===== config.mk =====
export PLATFORM = sky130hd
export DESIGN_NAME = prio_pending_sched
export DESIGN_NICKNAME = d
export VERILOG_FILES = /design/src/rtl/prio_pending_sched.sv
export SDC_FILE = /design/constraint.sdc
export NUM_CORES = 1
export LEC_CHECK = 0
export CAP_MARGIN = 20
export CORE_ASPECT_RATIO = 0.8
export CORE_UTILIZATION = 30
export DETAILED_ROUTE_END_ITERATION = 8
export PLACE_DENSITY = 0.63
export SYNTH_ARGS = -nofsm -noshare
export SYNTH_HDL_FRONTEND = slang
export SYNTH_SLANG_ARGS = --single-unit
export TNS_END_PERCENT = 50

===== constraint.sdc =====
create_clock -name clk -period 4.39 [get_ports clk]
set_input_delay 0.878 -clock clk [delete_from_list [all_inputs] [get_ports clk]]
set_output_delay 0.878 -clock clk [all_outputs]
set_load 0.02 [all_outputs]

===== src/rtl/prio_pending_sched.sv =====
// Sticky pending-request scheduler: captures req_in rising edges and hands
// out indices highest-first over a valid/ready handshake.
// Ports: clk, rst (async high), ena, req_in[15:0], flush, grant_ready
//        -> grant_valid, grant_idx[7:0], pending[15:0], drop_cnt[7:0], busy.
module prio_pending_sched #(
  parameter int          WIDTH     = 16,
  parameter logic [7:0]  NONE_CODE = 8'hF0
) (
  input  logic             clk,
  input  logic             rst,
  input  logic             ena,
  input  logic [WIDTH-1:0] req_in,
  input  logic             flush,
  input  logic             grant_ready,
  output logic             grant_valid,
  output logic [7:0]       grant_idx,
  output logic [WIDTH-1:0] pending,
  output logic [7:0]       drop_cnt,
  output logic             busy
);

  localparam int IW = $clog2(WIDTH);

  typedef enum logic [1:0] {
    IDLE,
    SELECT,
    OFFER
  } state_t;

  state_t           state;
  state_t           state_nx;
  logic [7:0]       idx_nx;
  logic [WIDTH-1:0] req_q;
  logic             armed;
  logic [WIDTH-1:0] rise;
  logic [WIDTH-1:0] clr;
  logic [WIDTH-1:0] pending_nx;
  logic             accept;
  logic             drop_hit;
  logic [7:0]       hi_idx;

  // armed stays low for the first edge after reset so a level that was
  // already high across reset is absorbed into req_q, not seen as a rise.
  assign rise   = req_in & ~req_q & {WIDTH{ena & armed}};
  assign accept = (state == OFFER) & grant_ready;

  always_comb begin
    clr = '0;
    if (accept)
      clr[grant_idx[IW-1:0]] = 1'b1;
  end

  // Set wins over the accept clear: rise is ORed in after masking.
  assign pending_nx = flush ? '0 : ((pending & ~clr) | rise);
  assign drop_hit   = ~flush & (|(rise & pending & ~clr));

  always_comb begin
    hi_idx = NONE_CODE;
    for (int i = 0; i < WIDTH; i++)
      if (pending[i])
        hi_idx = 8'(i);
  end

  always_comb begin
    state_nx = state;
    idx_nx   = grant_idx;
    if (flush) begin
      state_nx = IDLE;
      idx_nx   = NONE_CODE;
    end else begin
      unique case (state)
        IDLE: begin
          idx_nx = NONE_CODE;
          if ((|pending) && ena)
            state_nx = SELECT;
        end
        SELECT: begin
          if (|pending) begin
            state_nx = OFFER;
            idx_nx   = hi_idx;
          end else begin
            state_nx = IDLE;
            idx_nx   = NONE_CODE;
          end
        end
        OFFER: begin
          if (accept) begin
            idx_nx   = NONE_CODE;
            state_nx = ((|pending_nx) && ena) ? SELECT : IDLE;
          end
        end
        default: begin
          state_nx = IDLE;
          idx_nx   = NONE_CODE;
        end
      endcase
    end
  end

  always_ff @(posedge clk or posedge rst) begin
    if (rst) begin
      state     <= IDLE;
      grant_idx <= NONE_CODE;
    end else begin
      state     <= state_nx;
      grant_idx <= idx_nx;
    end
  end

  always_ff @(posedge clk or posedge rst) begin
    if (rst) begin
      req_q    <= '0;
      armed    <= 1'b0;
      pending  <= '0;
      drop_cnt <= 8'd0;
    end else begin
      req_q   <= req_in;
      armed   <= 1'b1;
      pending <= pending_nx;
      if (drop_hit && (drop_cnt != 8'hFF))
        drop_cnt <= drop_cnt + 8'd1;
    end
  end

  assign grant_valid = (state == OFFER);
  assign busy        = (state != IDLE) | (|pending);

endmodule

* Word level (Yosys, flattened, before mapping)
Cells that the tools add are included.
** Word-level totals
- Register bits :: 51
** Operators by class
- Add/subtract/negate cells :: 1
- Magnitude comparators :: 2
- Eq/ne operators :: 5
- Multiplexer cells :: 30
- Bitwise logic cells :: 13
- Reduce and logical (&&, ||, !) cells :: 10
** Operator list (count)
- two-way mux 8 bit :: 19
- AND 16 bit :: 5
- OR reduction 16 bit :: 3
- two-way mux 16 bit :: 2
- inverter 16 bit :: 2
- OR 16 bit :: 1
- one-hot mux 8 bit (2 select lines) :: 1
- adder 8 x 1 -> 8 bit (second input constant) :: 1
- two-way mux 2 bit :: 4
- != test 8 bit (second input constant) :: 1
- one-hot mux 2 bit (3 select lines) :: 1
- < comparator 4 x 5 -> 1 bit (second input constant) :: 1
- demux 1 bit (select 4 bit) :: 1
- >= comparator 4 x 1 -> 1 bit (second input constant) :: 1
- logical AND 1 bit :: 4
- AND 1 bit :: 3
- != test 3 x 2 -> 1 bit (second input constant) :: 1
- != test 3 bit (second input constant) :: 1
- == test 2 x 1 -> 1 bit (second input constant) :: 1
- == test 2 bit (second input constant) :: 1
- zero test 2 bit :: 1
- two-way mux 1 bit :: 2
- AND reduction 2 bit :: 1
- nonzero test 2 bit :: 1
- 2 further kinds :: 2

* Longest topological paths before layout
Gate-level depths: netlist of the first run.
- Depth in word-level cells :: 19
- Gate-level depth with buffers :: 9

* Worst setup path before layout of the first run
OpenSTA, ideal clock, no wires.
- Path type :: input to register
- Start point :: input grant_ready
- End point :: register drop_cnt[1]
- Arrival time :: 2342 ps
- Data required time :: 4262 ps
- Slack :: 1921 ps
- Stages :: 8
- Path buffers :: 1
- Path through :: nand4bb_1 > buf_2 > o31a_1 > a222oi_1 > and4b_1 > nand3_2 > nand2_2 > mux2_1
** On the way
- Cells in the longest elaborated chain, start to end :: 7
** Ends and longest elaborated chain
- start: declaration :: RTL line 14 : input logic grant_ready,
- AND 1 bit :: RTL line 45 : assign accept = (state == OFFER) & grant_ready;
- two-way mux 16 bit :: RTL line 49 : if (accept)
- inverter 16 bit :: RTL line 55 : assign drop_hit = ~flush & (|(rise & pending & ~clr));
- AND 16 bit :: RTL line 55
- OR reduction 16 bit :: RTL line 55
- AND 1 bit :: RTL line 55
- logical AND 1 bit :: RTL line 120 : if (drop_hit && (drop_cnt != 8'hFF))
- end signal: assignment :: RTL line 121 : drop_cnt <= drop_cnt + 8'd1;
- end: declaration :: RTL line 18 : output logic [7:0] drop_cnt,
No other way between the ends.
A chain may end at the register's enable or synchronous reset.

* Final worst setup path of the first run
Ends and elaborated chain as after synthesis.

==> results by group, run 1 <==
STA
  • Slew headroom: 48.47%
  • Final Cycle Share: 74.58%
  • Slew Viols, Final: 0
  • Unrepaired setup endpoints after global routing: no
  • Fmax: 0.3054 GHz
  • Final setup vio count: 0
  • Final Critical Period: 3.274 ns
  • Clock skew: 0.006405 ns
  • Setup TNS: 0 ns
  • Final Hold Fails: 0
  • Worst Tran Pin Value: 0.7705 ns

Clock network
  • CTS Hold Bufs: 0
  • Worst skew pair latency: 0.30 ns
  • CTS max path bufs: 2
  • H-Tree Depth: 2
  • Num CTS Buffers: 5
  • Post-CTS sizing: 0
  • Clk slew on worst S/H paths: 0.10 ns
  • Root Driver: clkbuf_8
  • Setup Buffers After CTS: 0
  • TritonCTS clock tree: done
  • Clk sinks: 48

Synthesis
  • Largest cells by area after synthesis: dfrtp_1, a21oi_1, and4b_1, nor2_1, xnor2_1
  • Ys async rst share: 100.0%
  • Post-synth top area cell: dfrtp_1
  • Synth warnings: 0
  • Seq/Total Area, Yosys: 47.69%
  • Netlist Area Pre-Place: 2521 um^2
  • Post-Syn Area per Cell: 9.772 um^2
  • Yosys reg bits: 48
  • EDFF count, synth: 0
  • Mapped Cells: 258
  • Cell variety after synth: 60
  • Net Count, Synth: 280
  • Synth Flop Type: dfrtp_1
  • Top-area cell type share of the netlist area: 46.65%

Final layout
  • Commonest non-fill, non-tap cell in the layout: clkdlybuf4s50_1
  • Most frequent cells in the layout: clkdlybuf4s50_1, dfrtp_1, nor2_1
  • Area Growth Syn to Fin: 29.28%
  • Share of cells above drive strength 1: 6.494%
  • Flip-flop and latch area: 1202 um^2
  • Final std cells w/o fill: 416
  • Antenna Cells: 0
  • Nets: 329
  • Area taken by multi-input logic gates: 1186 um^2
  • Filler cell count: 768
  • Final core occ: 40.65%

Setup path
  • Critical Path Max Stage Delay: 0.56 ns
  • Worst Setup End Kind: flop
  • Worst Path Arrival: 3.47 ns
  • Worst R2R Path Depth: 7
  • R2r startpoint: state[0]
  • Startpoint type of the worst setup path: input port
  • Setup slack, reg-to-reg: 1.72 ns
  • CP Class: input port to flop
  • Max FO, Critical Path: 9
  • Worst Setup SP: grant_ready
  • CP max stage cell: clkdlybuf4s50_1
  • Worst EP required: 4.58 ns
  • R2r endpoint: drop_cnt[1]
  • Cells along the critical path: clkdlybuf4s50_1, nand4bb_1, o31a_1, a222oi_1, and4b_1, nand3_2, nand2_2, mux2_1

Run status
  • Status: completed

Power
  • Psw: 308.4 uW
  • Switching Share: 29.21%
  • VDD IR max: 0.0002762 V
  • PwrDens: 323.9 nW/um^2
  • Static Leakage: 0.001285 uW
  • Sequential group share of total power: 48.2%
  • Logic pwr share: 20.6%
  • Internal power: 747.4 uW
  • Clock network power share: 31.2%

Drt
  • Drt total wl: 7194 um
  • Drt via density: 5.392
  • Antenna Violating Nets Remaining: 0
  • Via Count: 2243
  • Wire per inst: 17.29 um
  • DR pass1 iterations: 6
  • Drc violations: 0
  • Initial drt markers: 150

GRT
  • Initial antenna violation count: 0
  • Total GRT Usage: 17.25%
  • Grt total ovfl: 0
  • Global-route wire length before repair: 11850 um
  • Vias in the first global route: 2194
  • Pin count of the biggest net entering global routing: 49

Die
  • Effective utilization at floorplan: 31.44%
  • Core area: 8019 um^2
  • DIE AREA: 8777 um^2
  • Die Ht: 84.00 um
  • Row count: 29
  • Die W: 104.5 um
  • # IOs: 55

Place
  • Routability cong.: 0.8994
  • Placed cell count: 407
  • PortBufs: 54
  • Hpwl dp: 5344 um

Worst hold path
  • Hold depth: 2
  • Hold_sp: grant_idx[6]
  • Hold Path End: grant_idx[6]
  • Min-delay worst type: flop to flop

Job
  • Max_cap viols: 0
[cells by family after synthesis]
logic type      Yosys count  share of synthesized area, %
compound gates           66                         18.36
xor+xnor                  7                         2.432
simple gates            106                         25.16
mux                       1                        0.4466
flops                    48                         47.69
other cells               1                        0.1487
buf+inv                  28                         5.260
fa+ha+maj                 1                        0.4962
[Yosys cell counts (all sizes together) (2+ instances only)]
cell     instances
and3             5
o31ai            5
nand3b           6
a2111oi          2
a22o             4
or4              2
a21oi           18
nand2b           6
nor2            22
o22a             2
nand2           13
o21ai            8
and4b            9
o21bai           2
nor3            13
nor4             6
inv             14
a22oi            3
dfrtp           47
xnor2            7
a31oi            6
clkbuf           3
nand3           10
o311ai           2
nand4b           6
buf             11
nor2b            2
a211oi           2
[power by group through the flow]
stage	sequential (uW)	combinational, uW	clock [uW]
global route	515	237	361
finish	509	217	330
global placement	517	216	0
detailed placement	517	216	0
CTS	509	217	339
floorplan	530	101	0
[routing by layer]
layer,track usage (%),wire length [um],vias up
met5,0,0,-
met4,5.065,112,0
met3,3.201,445,13
met2,24.68,3143,98
met1,26.01,3492,1070
li1,-,-,1062
[worst max-delay path: cells and delay by family]
family,cells,cell delay [ns]
AO/OA/AOI/OAI,2,0.70
buffers and inverters,1,0.56
multiplexers,1,0.32
AND/OR/NAND/NOR,4,1.01
[cell type report]
| class | count | area share (%) |
|---|---|---|
| Sequential cell | 48 | 36.89 |
| Timing Repair Buffer | 56 | 17.43 |
| Clock inverter | 3 | 1.420 |
| Inverter | 14 | 1.612 |
| Clock buffer | 5 | 2.111 |
| Multi-Input combinational cell | 182 | 36.39 |
| Tap cell | 108 | 4.146 |
[stage by stage]
| stage | power [uW] | setup WS, ns | hold slack (ns) | instance area [um^2] |
|---|---|---|---|---|
| after global placement | 732.6 | 0.8469 | 0.4720 | 3124 |
| after global routing | 1112 | 0.9669 | 0.5195 | 3259 |
| after CTS | 1065 | 1.134 | 0.4900 | 3239 |
| after floorplan | 631.3 | 1.921 | 0.4964 | 2521 |
| after detailed placement | 733.2 | 0.8132 | 0.4748 | 3124 |
| final | 1056 | 1.116 | 0.4868 | 3259 |
[how the worst max path moves through the flow]
stage / cells past startpoint / to / slack [ns]
floorplan: 8 / drop_cnt[1] / 1.92
global placement: 8 / drop_cnt[1] / 0.85
finish: 8 / drop_cnt[1] / 1.12
CTS: 8 / drop_cnt[1] / 1.13
global route: 8 / drop_cnt[1] / 0.97
detailed placement: 8 / drop_cnt[1] / 0.81
[state kept, by name, summed over array words and instances, names as in the netlist]
signal and cells:
state 2, req_q 16, pending 16, armed 1, grant_idx 5, drop_cnt 8
(Power assumes the default switching activity.)
==> run 2: changes to the inputs <==
- clock period: 4.39 -> 3.3 ns (I/O delays scaled with it)
==> results by group, run 2 (synthesis gave the netlist of run 1 again) <==
Drt
  • DR pass1 iterations: 5 (-1)
  • Drt via density: 5.366 (-0.49%)
  • Via Count: 2275 (+1.4%)
  • Antenna Violating Nets Remaining: 0 (unchanged)
  • Initial drt markers: 188 (+25%)
  • Wire per inst: 17.19 um (-0.58%)
  • Drt total wl: 7290 um (+1.3%)
  • Drc violations: 0 (unchanged)

Final layout
  • Flip-flop and latch area: 1202 um^2 (unchanged)
  • Commonest non-fill, non-tap cell in the layout: clkdlybuf4s50_1
  • Area taken by multi-input logic gates: 1186 um^2 (unchanged)
  • Largest registers: pending (16), req_q (16), drop_cnt (8)
  • Area Growth Syn to Fin: 31.66%
  • Antenna Cells: 0 (unchanged)
  • Nets: 337 (+2.4%)
  • Final Cell Area: 3319 um^2 (+1.8%)
  • Share of cells above drive strength 1: 8.861% (+2.4 points)
  • Filler cell count: 786 (+2.3%)
  • Most frequent cells in the layout: clkdlybuf4s50_1, dfrtp_1, nor2_1
  • Final core occ: 41.39% (+0.75 points)

Worst hold path
  • Hold Path End: grant_idx[6]
  • Hold depth: 2 (unchanged)
  • Hold_sp: grant_idx[6]
  • Min-delay worst type: flop to flop

Setup path
  • CP Class: flop to primary output
  • Cells along the critical path: nor4_1, nand3_1, nor2_1, nand2_1, clkdlybuf4s50_1
  • Startpoint type of the worst setup path: flop
  • Worst R2R Path Depth: 7 (unchanged)
  • R2r startpoint: grant_idx[1]
  • Setup slack, reg-to-reg: 0.88 ns (-0.84 ns)
  • Worst EP required: 2.64 ns (-1.94 ns)
  • Critical Path Max Stage Delay: 0.54 ns (-0.02 ns)
  • R2r endpoint: drop_cnt[1]
  • Max FO, Critical Path: 8 (-1)
  • CP max stage cell: clkdlybuf4s50_1
  • Worst Setup End Kind: primary output
  • Worst Path Arrival: 2.31 ns (-1.16 ns)

GRT
  • Pin count of the biggest net entering global routing: 49 (unchanged)
  • Vias in the first global route: 2247 (+2.4%)
  • Initial antenna violation count: 0 (unchanged)
  • Grt total ovfl: 0 (unchanged)
  • Total GRT Usage: 17.06% (-0.19 points)
  • Global-route wire length before repair: 11870 um (+0.17%)

Clock network
  • TritonCTS clock tree: done
  • CTS max path bufs: 2 (unchanged)
  • Post-CTS sizing: 0 (unchanged)
  • Worst skew pair latency: 0.30 ns (about the same)
  • CTS Hold Bufs: 0 (unchanged)
  • Setup Buffers After CTS: 0 (unchanged)
  • Root Driver: clkbuf_8
  • Num CTS Buffers: 5 (unchanged)
  • Clk slew on worst S/H paths: 0.09 ns (about the same)
  • Clk sinks: 48 (unchanged)
  • H-Tree Depth: 2 (unchanged)

STA
  • Unrepaired setup endpoints after global routing: no
  • Slew Viols, Final: 0 (unchanged)
  • Final Cycle Share: 89.87%
  • Fmax: 0.3372 GHz
  • Final setup vio count: 0 (unchanged)
  • Final Hold Fails: 0 (unchanged)
  • Setup TNS: 0 ns (unchanged)
  • Hold slack final: 0.4835 ns (-0.003284 ns)
  • Final Critical Period: 2.966 ns
  • Clock skew: 0.006971 ns (+0.0005661 ns)
  • Final worst slack: 0.3341 ns (-0.7820 ns)
  • Worst Tran Pin Value: 0.4902 ns (-0.2803 ns)
  • Slew headroom: 67.07% (+19 points)

Die
  • Effective utilization at floorplan: 31.44% (unchanged)
  • Die W: 104.5 um (unchanged)
  • Die Ht: 84.00 um (unchanged)
  • Core area: 8019 um^2 (unchanged)
  • Row count: 29 (unchanged)
  • DIE AREA: 8777 um^2 (unchanged)
  • # IOs: 55 (unchanged)

Place
  • Area of placed instances: 3184 um^2 (+1.9%)
  • PortBufs: 54 (unchanged)
  • Hpwl dp: 5476 um (+2.5%)
  • Placement Setup Slack: 0.3134 ns (-0.4998 ns)
  • Routability cong.: 0.8963 (-0.34%)

Job
  • Max_cap viols: 0 (unchanged)

Power
  • Static Leakage: 0.001324 uW (+3.1%)
  • PwrDens: 423.6 nW/um^2 (+31%)
  • VDD IR max: 0.0002514 V (-9.0%)

Run status
  • Status: completed
[run 2: per-stage QoR]
stage          power, uW  instances
3_5_place_dp       979.8        415
2_1_floorplan      839.8        258
4_1_cts             1423        423
3_3_place_gp       978.7        415
5_1_grt             1473        424
6_report            1406        424
[run 2: how the worst max path moves through the flow]
stage,start,end,slack (ns),cells after the start
global placement,ena,drop_cnt[1],0.32,9
global route,pending[13],busy,0.19,5
detailed placement,ena,drop_cnt[1],0.31,9
finish,pending[4],busy,0.33,5
CTS,pending[4],busy,0.34,5
floorplan,grant_ready,drop_cnt[1],1.05,8
[run 2: layer usage]
metal	vias up	global-route usage [%]	routed length (um)
li1	1077	-	-
met1	1119	24.98	3590
met2	77	26.07	3286
met3	2	3.279	396
met4	0	3.247	17
met5	-	0	0
[run 2: cell type report]
| class | count | share of cell area (%) |
|---|---|---|
| clock buffers | 5 | 2.073 |
| clock inverters | 3 | 1.395 |
| inverters | 14 | 1.583 |
| multi-input cells | 182 | 35.73 |
| flip-flops and latches | 48 | 36.22 |
| well taps | 108 | 4.071 |
| repair buffers | 64 | 18.92 |
[run 2: worst max-delay path: cells and delay by family (launching register included)]
| family | cells | cell delay, ns |
|---|---|---|
| and+or+nand+nor | 4 | 0.94 |
| DFF | 1 | 0.51 |
| buffers and inverters | 1 | 0.54 |
[run 2: power by group]
part           total, uW  switching [uW]  internal (uW)
Combinational        296             153            143
Sequential           674            46.1            628
Clock                436             208            228
==> run 3: changes to the inputs <==
- CORE_UTILIZATION: 30 -> 45
- GPL_ROUTABILITY_DRIVEN: unset -> 0
- PLACE_DENSITY: 0.63 -> 0.83
==> results by group, run 3 (synthesis gave the netlist of run 1 again) <==
Final layout
  • Final Cell Area: 3248 um^2 (-2.1%)
  • Largest registers: pending (16), req_q (16), drop_cnt (8)
  • Commonest non-fill, non-tap cell in the layout: clkdlybuf4s50_1
  • Antenna Cells: 0 (unchanged)
  • Flip-flop and latch area: 1202 um^2 (unchanged)
  • Area taken by multi-input logic gates: 1186 um^2 (unchanged)
  • Most frequent cells in the layout: clkdlybuf4s50_1, dfrtp_1, nor2_1
  • Share of cells above drive strength 1: 7.692% (-1.2 points)
  • Filler cell count: 416 (-47%)
  • Area Growth Syn to Fin: 28.83%
  • Nets: 333 (-1.2%)

GRT
  • Grt total ovfl: 0 (unchanged)
  • Vias in the first global route: 2250 (+0.13%)
  • Met1 Usage GRT: 34.06% (+9.1 points)
  • Grt peak-use layer: met2
  • Pin count of the biggest net entering global routing: 49 (unchanged)
  • Total GRT Usage: 25.30% (+8.2 points)
  • Global-route wire length before repair: 11160 um (-6.0%)
  • Met2 Usage GRT: 38.80% (+13 points)
  • Initial antenna violation count: 0 (unchanged)
  • Grt met3 use: 6.905% (+3.6 points)

Clock network
  • Clk slew on worst S/H paths: 0.10 ns (about the same)
  • Post-CTS sizing: 0 (unchanged)
  • Clk sinks: 48 (unchanged)
  • Worst skew pair latency: 0.32 ns (+0.02 ns)
  • CTS Hold Bufs: 0 (unchanged)
  • Num CTS Buffers: 5 (unchanged)
  • CTS max path bufs: 2 (unchanged)
  • TritonCTS clock tree: done
  • H-Tree Depth: 2 (unchanged)
  • Setup Buffers After CTS: 0 (unchanged)
  • Root Driver: clkbuf_8

Place
  • Placement Setup Slack: 0.2322 ns (-0.08119 ns)
  • Area of placed instances: 3113 um^2 (-2.2%)
  • PortBufs: 54 (unchanged)
  • Hpwl dp: 4943 um (-9.7%)

Drt
  • Initial drt markers: 298 (+59%)
  • DR pass1 iterations: 5 (unchanged)
  • Wire per inst: 17.67 um (+2.8%)
  • Drt total wl: 6839 um (-6.2%)
  • Drc violations: 0 (unchanged)
  • Drt via density: 6.070 (+13%)
  • Antenna Violating Nets Remaining: 0 (unchanged)
  • Via Count: 2349 (+3.3%)

STA
  • Final Cycle Share: 89.31% (-0.57 points)
  • Final setup vio count: 0 (unchanged)
  • Unrepaired setup endpoints after global routing: no
  • Final worst slack: 0.3529 ns (+0.01878 ns)
  • Fmax: 0.3393 GHz (+0.64%)
  • Clock skew: 0.01157 ns (+0.004596 ns)
  • Slew headroom: 63.67% (-3.4 points)
  • Final Hold Fails: 0 (unchanged)
  • Slew Viols, Final: 0 (unchanged)
  • Final Critical Period: 2.947 ns (-0.01878 ns)
  • Setup TNS: 0 ns (unchanged)
  • Worst Tran Pin Value: 0.5409 ns (+0.05061 ns)

Setup path
  • R2r endpoint: drop_cnt[1]
  • Worst EP required: 2.64 ns (about the same)
  • Cells along the critical path: nor4_1, nand3_1, nor2_1, nand2_1, clkdlybuf4s50_1
  • Worst Setup End Kind: primary output
  • Setup slack, reg-to-reg: 0.88 ns (about the same)
  • Max FO, Critical Path: 8 (unchanged)
  • Worst R2R Path Depth: 7 (unchanged)
  • Buf/Inv on CP: 1 (unchanged)
  • Worst Path Arrival: 2.29 ns (-0.02 ns)
  • Startpoint type of the worst setup path: flop
  • CP max stage cell: clkdlybuf4s50_1
  • CP Depth: 5 (unchanged)
  • Critical Path Max Stage Delay: 0.55 ns (about the same)
  • Critical Path Sink: busy
  • Delay-heaviest family, CP: simple AND/OR/NAND/NOR gates
  • R2r startpoint: grant_idx[0]
  • Worst Setup SP: pending[4]
  • CP Class: flop to primary output

Die
  • Core area: 5209 um^2 (-35%)
  • Die W: 85.69 um (-18%)
  • Row count: 23 (-21%)
  • Die Ht: 68.95 um (-18%)
  • Effective utilization at floorplan: 48.40% (+17 points)
  • # IOs: 55 (unchanged)
  • DIE AREA: 5908 um^2 (-33%)

Run status
  • Status: completed

Power
  • PwrDens: 439.5 nW/um^2 (+3.7%)
  • Static Leakage: 0.001304 uW (-1.5%)
  • VDD IR max: 0.0002656 V (+5.7%)

Job
  • Max_cap viols: 0 (unchanged)

Worst hold path
  • Min-delay worst type: flop to flop
[run 3: cell types whose count changed in the layout (fill, tap and decap cells not counted)]
cell,before,now
buf_4,9,5
[run 3: per-stage QoR]
stage | total power, uW | std cells | hold slack (ns) | util (%)
final | 1428 | 387 | 0.5029 | 62.36
after global routing | 1489 | 387 | 0.5305 | 62.36
after CTS | 1424 | 386 | 0.5012 | 61.97
after detailed placement | 976.7 | 378 | 0.4844 | 59.76
after global placement | 967.2 | 378 | 0.4713 | 59.76
after floorplan | 839.8 | 258 | 0.4964 | -
[run 3: worst min-delay path by stage]
stage,from,to,cells after the start
CTS,drop_cnt[6],drop_cnt[6],1
global route,drop_cnt[6],drop_cnt[6],1
global placement,grant_idx[6],grant_idx[6],2
floorplan,req_q[9],pending[9],2
finish,drop_cnt[7],drop_cnt[7],1
detailed placement,drop_cnt[6],drop_cnt[6],1
[run 3: cell type report]
class	instances	area share [%]
Sequential cell	48	37.02
Multi-Input combinational cell	182	36.52
Timing Repair Buffer	60	18.41
Tap cell	75	2.889
Clock buffer	5	2.119
Inverter	14	1.618
Clock inverter	3	1.425
[run 3: routing by layer]
layer	wire length (um)	vias up
met5	0	-
met4	112	0
met3	725	22
met2	2970	153
met1	3030	1110
li1	-	1064
[run 3: power by group]
group          total [uW]  internal, uW  switching [uW]  leakage [uW]
Clock                 456           229             228     0.0000548
Sequential            675           628            47.6      0.000619
Combinational         296           142             154      0.000630
Total                1430           998             429       0.00130
[run 3: worst register-to-register path: stages, from the launching register on]
cell and delay (ns):
dfrtp_1 0.51, nand2b_1 0.34, o31a_1 0.36, a222oi_1 0.24
and4b_1 0.25, nand3_2 0.15, nand2_2 0.14, mux2_1 0.32
